===== src/rtl/aidan_mcnay_prime_ctrl_pkg.sv =====
// Shared definitions for the trial-division prime controller.
// Build option: AIDAN_MCNAY_PRIME_EVEN_SKIP_EN selects odd-only divisors
// (first divisor 3, two-cycle counter step, even numbers resolved at accept).
package aidan_mcnay_prime_ctrl_pkg;

    // Controller states; STEP2 is only reachable with even-skip enabled
    typedef enum logic [2:0] {
        IDLE  = 3'd0,
        LOAD  = 3'd1,
        CHECK = 3'd2,
        DIV   = 3'd3,
        DONE  = 3'd4,
        STEP2 = 3'd5
    } state_t;

`ifdef AIDAN_MCNAY_PRIME_EVEN_SKIP_EN
    localparam int PRIME_FIRST_DIVISOR = 3;
`else
    localparam int PRIME_FIRST_DIVISOR = 2;
`endif

    // Cycles from rem-unit start to its done pulse: one quotient bit per cycle
    function automatic int rem_latency(input int nbits);
        return nbits;
    endfunction

endpackage


===== src/rtl/aidan_mcnay_prime_ctrl_rem_unit.sv =====
// Sequential restoring remainder unit. Operands are captured on start; the
// first shift/subtract step happens on the capture edge so that done pulses
// exactly nbits cycles after start. Only the remainder is kept.
module aidan_mcnay_rem_unit
    import aidan_mcnay_prime_ctrl_pkg::*;
#(
    parameter int nbits = 16
) (
    input  logic             clk,
    input  logic             rst,
    input  logic             start,
    input  logic [nbits-1:0] dividend,
    input  logic [nbits-1:0] divisor,
    output logic             done,
    output logic [nbits-1:0] rem
);

    localparam int CW = $clog2(nbits + 1);

    logic             busy;
    logic [CW-1:0]    cnt;
    logic [nbits-1:0] rem_q;
    logic [nbits-1:0] num_q;
    logic [nbits-1:0] dsr_q;

    // One restoring step: shift the next dividend bit into the partial
    // remainder and subtract the divisor when no borrow results.
    // Returns {next_remainder, next_dividend_shift}.
    function automatic logic [2*nbits-1:0] restore_step(
        input logic [nbits-1:0] r,
        input logic [nbits-1:0] q,
        input logic [nbits-1:0] d
    );
        logic [nbits:0]   sh;
        logic [nbits:0]   diff;
        logic [nbits-1:0] r_next;
        sh   = {r, q[nbits-1]};
        diff = sh - {1'b0, d};
        if (!diff[nbits])
            r_next = diff[nbits-1:0];
        else
            r_next = sh[nbits-1:0];
        return {r_next, q[nbits-2:0], 1'b0};
    endfunction

    // Step counter: loaded on start, done when it reaches zero while busy
    always_ff @(posedge clk) begin
        if (rst) begin
            busy <= 1'b0;
            cnt  <= '0;
        end else if (start) begin
            busy <= 1'b1;
            cnt  <= CW'(rem_latency(nbits) - 1);
        end else if (busy) begin
            if (cnt == '0)
                busy <= 1'b0;
            else
                cnt <= cnt - 1'b1;
        end
    end

    // Remainder datapath: capture plus first step on start, then one step per cycle
    always_ff @(posedge clk) begin
        if (start) begin
            {rem_q, num_q} <= restore_step('0, dividend, divisor);
            dsr_q          <= divisor;
        end else if (busy && cnt != '0) begin
            {rem_q, num_q} <= restore_step(rem_q, num_q, dsr_q);
        end
    end

    assign done = busy && (cnt == '0);
    assign rem  = rem_q;

endmodule


===== src/rtl/aidan_mcnay_prime_ctrl.sv =====
// Trial-division controller for the prime detector. Accepts n over a val/rdy
// request port, drives the upstream divisor counter (load / increment), checks
// each divisor d with the remainder unit until d*d > n or a divisor hits, and
// returns is_prime over a val/rdy response port.
// Build option: AIDAN_MCNAY_PRIME_EVEN_SKIP_EN -- even n resolved at accept,
// divisors start at 3 and advance by 2 (counter enable held for two cycles).
module aidan_mcnay_prime_ctrl
    import aidan_mcnay_prime_ctrl_pkg::*;
#(
    parameter int nbits = 16
) (
    input  logic             clk,
    input  logic             rst,
    input  logic             req_val,
    output logic             req_rdy,
    input  logic [nbits-1:0] req_num,
    output logic             resp_val,
    input  logic             resp_rdy,
    output logic             resp_is_prime,
    output logic [nbits-1:0] ctr_in_num,
    output logic             ctr_latch_val,
    output logic             ctr_en,
    input  logic [nbits-1:0] ctr_out_num
);

    state_t             state;
    logic [nbits-1:0]   n_q;
    logic [2*nbits-1:0] d_wide;
    logic [2*nbits-1:0] d_sq;
    logic               sq_gt_n;
    logic               rem_start;
    logic               rem_done;
    logic [nbits-1:0]   rem;
    logic               div_step;

    // d*d is formed at double width so it can never wrap
    assign d_wide  = {{nbits{1'b0}}, ctr_out_num};
    assign d_sq    = d_wide * d_wide;
    assign sq_gt_n = d_sq > {{nbits{1'b0}}, n_q};

    // Start a division whenever CHECK does not already prove primality
    assign rem_start = (state == CHECK) && !sq_gt_n;

    // Advance the divisor in the same cycle the non-zero remainder appears,
    // so the following CHECK already sees the next divisor
    assign div_step = (state == DIV) && rem_done && (rem != '0);

`ifdef AIDAN_MCNAY_PRIME_EVEN_SKIP_EN
    assign ctr_en = div_step || (state == STEP2);
`else
    assign ctr_en = div_step;
`endif

    assign ctr_in_num = nbits'(PRIME_FIRST_DIVISOR);

    aidan_mcnay_rem_unit #(
        .nbits (nbits)
    ) u_rem (
        .clk      (clk),
        .rst      (rst),
        .start    (rem_start),
        .dividend (n_q),
        .divisor  (ctr_out_num),
        .done     (rem_done),
        .rem      (rem)
    );

    // Control FSM with registered handshake, result and counter-load outputs
    always_ff @(posedge clk) begin
        if (rst) begin
            state         <= IDLE;
            req_rdy       <= 1'b1;
            resp_val      <= 1'b0;
            resp_is_prime <= 1'b0;
            ctr_latch_val <= 1'b0;
        end else begin
            case (state)
                IDLE: begin
                    if (req_val && req_rdy) begin
                        n_q     <= req_num;
                        req_rdy <= 1'b0;
                        if (req_num < nbits'(2)) begin
                            state         <= DONE;
                            resp_val      <= 1'b1;
                            resp_is_prime <= 1'b0;
`ifdef AIDAN_MCNAY_PRIME_EVEN_SKIP_EN
                        end else if (req_num == nbits'(2)) begin
                            state         <= DONE;
                            resp_val      <= 1'b1;
                            resp_is_prime <= 1'b1;
                        end else if (!req_num[0]) begin
                            state         <= DONE;
                            resp_val      <= 1'b1;
                            resp_is_prime <= 1'b0;
`endif
                        end else begin
                            state         <= LOAD;
                            ctr_latch_val <= 1'b1;
                        end
                    end
                end
                LOAD: begin
                    ctr_latch_val <= 1'b0;
                    state         <= CHECK;
                end
                CHECK: begin
                    if (sq_gt_n) begin
                        state         <= DONE;
                        resp_val      <= 1'b1;
                        resp_is_prime <= 1'b1;
                    end else begin
                        state <= DIV;
                    end
                end
                DIV: begin
                    if (rem_done) begin
                        if (rem == '0) begin
                            state         <= DONE;
                            resp_val      <= 1'b1;
                            resp_is_prime <= 1'b0;
                        end else begin
`ifdef AIDAN_MCNAY_PRIME_EVEN_SKIP_EN
                            state <= STEP2;
`else
                            state <= CHECK;
`endif
                        end
                    end
                end
                STEP2: begin
                    state <= CHECK;
                end
                DONE: begin
                    if (resp_rdy) begin
                        state    <= IDLE;
                        resp_val <= 1'b0;
                        req_rdy  <= 1'b1;
                    end
                end
                default: begin
                    state         <= IDLE;
                    req_rdy       <= 1'b1;
                    resp_val      <= 1'b0;
                    ctr_latch_val <= 1'b0;
                end
            endcase
        end
    end

endmodule


===== config.mk =====
export PLATFORM = sky130hd
export DESIGN_NAME = aidan_mcnay_prime_ctrl
export DESIGN_NICKNAME = d
export VERILOG_FILES = /design/src/rtl/aidan_mcnay_prime_ctrl_pkg.sv /design/src/rtl/aidan_mcnay_prime_ctrl_rem_unit.sv /design/src/rtl/aidan_mcnay_prime_ctrl.sv
export SDC_FILE = /design/constraint.sdc
export NUM_CORES = 1
export LEC_CHECK = 0
export BUFFER_PORTS_ARGS = -buffer_cell sky130_fd_sc_hd__buf_2
export CAP_MARGIN = 15
export CORE_MARGIN = 2
export CORE_UTILIZATION = 59
export DETAILED_ROUTE_END_ITERATION = 7
export PLACE_DENSITY = 0.8
export SLEW_MARGIN = 0
export SYNTH_ARGS = -nofsm -noshare
export SYNTH_HDL_FRONTEND = slang
export SYNTH_SLANG_ARGS = --single-unit

===== constraint.sdc =====
create_clock -name clk -period 10.4 [get_ports clk]
set_clock_uncertainty 0.2 [all_clocks]
set_input_delay 2.08 -clock clk [delete_from_list [all_inputs] [get_ports clk]]
set_output_delay 2.08 -clock clk [all_outputs]
set_load 0.05 [all_outputs]

==> impl_metrics.json <==
{
  "fp.dieArea_sq_um": 22400,
  "synth_ff_type": "edfxtp_1",
  "slew_viol_final": 0,
  "drive_gt1_share_pct": 9.39,
  "grt_setup_unrepaired": "false",
  "grt-ovfl-total": 0,
  "setup_viol": 0,
  "cts.clk_slew.worst_paths_ns": 0.06,
  "hold_path_end": "resp_is_prime$_SDFFE_PP0P_",
  "cts-root-buf": "clkbuf_16",
  "tightest_slew_ns": 0.899,
  "min_path_type": "flip-flop to flip-flop",
  "hpwl_microns": 23900,
  "cts_sinks": 76,
  "vias": 9529,
  "clock_latency_ns": 0.34,
  "reg2reg_slack_ns": 6.44,
  "cp_max_fo": 31,
  "grt_pass1_vias": 10000,
  "synth_seq_cells": 76,
  "synthArstFlopShare_pct": 0,
  "outcome": "finished, final reports clean",
  "cts.htree.levels": 3,
  "port-buffer-count": 40,
  "cpMostUsedCell": "fa_1",
  "grt_pass1_wl_microns": 48700,
  "syn_inst": 1359,
  "post_synth_num_cell_types": 71,
  "critPathKind": "input port to flip-flop",
  "grt_max_degree": 32,
  "track_usage_pct": 27.5,
  "core-area_sq_um": 21000,
  "yosysWarnings": 0,
  "cts_inserted_buffers": 9,
  "end_kind": "flip-flop",
  "crit_required_ns": 10.24,
  "cts_buffer_depth": 2,
  "ant_nets": 0,
  "drc": 0,
  "yosysSeqAreaShare_pct": 17.2,
  "arrival_ns": 9.79,
  "mostFrequentLayoutCells": "inv_1 (283), fa_1 (164), ha_1 (137)",
  "start_util_pct": 59.8,
  "slew_headroom_pct": 39.5,
  "max_freq_mhz": 100,
  "hold_path_depth": 1,
  "tritoncts": "done",
  "first_pass_iters": 6,
  "syn_to_final_growth_pct": 7.19,
  "fin_nets": 1738,
  "rr_endpoint": "u_rem.rem[4]$_DFFE_PP_",
  "drv_cap": 0,
  "drt_wl_total_microns": 29000,
  "via_per_inst": 5.67,
  "startpoint_type": "input port",
  "antenna_found_initial": 0,
  "drtIter0Drc": 589,
  "place.gp.congestion": 0.925,
  "fillers": 1682,
  "reg2reg_from": "u_rem.rem[4]$_DFFE_PP_",
  "ios": 57,
  "postCtsSetupRepairBufs": 0,
  "wl_per_cell_microns": 17.2,
  "synth.cell_area_sq_um": 12500,
  "die_w_microns": 150,
  "antennaDiodeCount": 0,
  "r2r_cells": 11,
  "hp-start": "resp_is_prime$_SDFFE_PP0P_",
  "final_common_cell": "inv_1",
  "finalHoldViolCount": 0,
  "period_needed_ns": 9.96,
  "slowest_stage": "or3_4",
  "row_count": 53,
  "synth_edf_count": 63,
  "critPathMaxStageDelay_ns": 0.57,
  "finalCritPeriodShare_pct": 95.7,
  "fin_setup_tns_ns": 0,
  "syn_area_per_cell_sq_um": 9.22,
  "die_y_microns": 150
}
==> cells in the mapped netlist (11+ instances only) <==
library cell | instances | share of area [%]
inv_1 | 283 | 8.5
fa_1 | 164 | 26
ha_1 | 137 | 14
nand2_1 | 116 | 3.5
edfxtp_1 | 63 | 15
nor2_1 | 60 | 1.8
a21oi_1 | 59 | 2.4
and2_1 | 42 | 2.1
clkbuf_1 | 35 | 1.0
xnor2_1 | 31 | 2.2
o21ai_0 | 23 | 0.92
a21o_1 | 21 | 1.3
nand3_1 | 21 | 0.84
nor4_1 | 21 | 1.0
nor3_1 | 20 | 0.80
buf_4 | 17 | 1.0
mux2i_1 | 15 | 1.2
nand2b_1 | 15 | 0.75
mux2_2 | 14 | 1.3
dfxtp_1 | 13 | 2.1
mux2_4 | 13 | 1.6
o21a_1 | 13 | 0.78
a211oi_1 | 11 | 0.66
nand4_1 | 11 | 0.55
xor2_1 | 11 | 0.77
==> final cells by class <==
cell class,count,area (sq um),share of cell area (%)
Clock buffer,11,264,1.97
Tap cell,275,344,2.56
Clock inverter,5,65.1,0.484
Timing Repair Buffer,75,475,3.54
Inverter,285,1070,7.97
Multi-Input combinational cell,954,9060,67.5
Sequential cell,76,2150,16.0
==> worst max-delay path: cells and delay by family <==
family / cells / cell delay [ns]
AO/OA/AOI/OAI: 6 / 1.21
XOR/XNOR: 1 / 0.33
buffers and inverters: 6 / 0.84
AND/OR/NAND/NOR: 8 / 1.90
adder cells (fa/ha/maj): 8 / 3.43
==> worst max path at each step <==
stage,start,to,slack (ns),depth (start not counted)
2_1_floorplan,ctr_out_num[4],u_rem.num_q[10]$_DFFE_PP_,0.09,31
3_3_place_gp,ctr_out_num[1],u_rem.num_q[1]$_SDFFCE_PN0P_,0.10,29
3_5_place_dp,ctr_out_num[1],u_rem.num_q[1]$_SDFFCE_PN0P_,0.04,29
4_1_cts,ctr_out_num[1],u_rem.num_q[13]$_DFFE_PP_,0.27,29
5_1_grt,ctr_out_num[4],u_rem.num_q[12]$_DFFE_PP_,0.04,29
6_report,ctr_out_num[4],u_rem.rem[4]$_DFFE_PP_,0.44,29
==> flip-flops by register name, indices dropped and copies added, names as in the netlist <==
signal,count
u_rem.busy,1
u_rem.dsr_q,16
resp_val,1
resp_is_prime,1
n_q,16
u_rem.rem,16
u_rem.cnt,5
req_rdy,1
u_rem.num_q,15
ctr_latch_val,1
state,3
==> routing by layer <==
| layer | vias up | track usage (%) | wire [microns] |
|---|---|---|---|
| li1 | 4518 | - | - |
| met2 | 279 | 48.6 | 14700 |
| met1 | 4661 | 34.3 | 11900 |
| met5 | - | 0 | 0 |
| met3 | 71 | 3.87 | 1420 |
| met4 | 0 | 9.95 | 929 |
==> logic make-up (layout without fill, tap and decap cells) <==
family | Yosys count | after routing | share of synthesized area (%)
flip-flops | 76 | 76 | 17.2
adder cells (fa/ha/maj) | 301 | 301 | 39.9
buffers and inverters | 343 | 376 | 11.0
other | 2 | 16 | 0.0599
multiplexers | 42 | 42 | 4.01
AO/OA/AOI/OAI | 184 | 184 | 9.74
XOR/XNOR | 42 | 42 | 2.94
AND/OR/NAND/NOR | 369 | 369 | 15.1
==> through the flow <==
step | util, % | instances | setup WS [ns] | instance area, sq um | hold slack (ns)
2_1_floorplan | - | 1373 | 0.0877 | 12600 | 0.323
3_5_place_dp | 62.5 | 1665 | 0.0362 | 13100 | 0.265
5_1_grt | 64.1 | 1681 | 0.0357 | 13400 | 0.304
6_report | 64.1 | 1681 | 0.442 | 13400 | 0.278
3_3_place_gp | 62.5 | 1665 | 0.100 | 13100 | 0.257
4_1_cts | 64.1 | 1681 | 0.269 | 13400 | 0.279
==> timing repair <==
item / 4_1_cts / 5_1_grt
hold buffers: 0 / 0
endpoints found under the setup margin: 0 / 69
gates resized for setup: 0 / 1
Power is left out: the tool's default activity adds up to more than one toggle a clock period on the data nets, which glitch-free logic cannot reach.
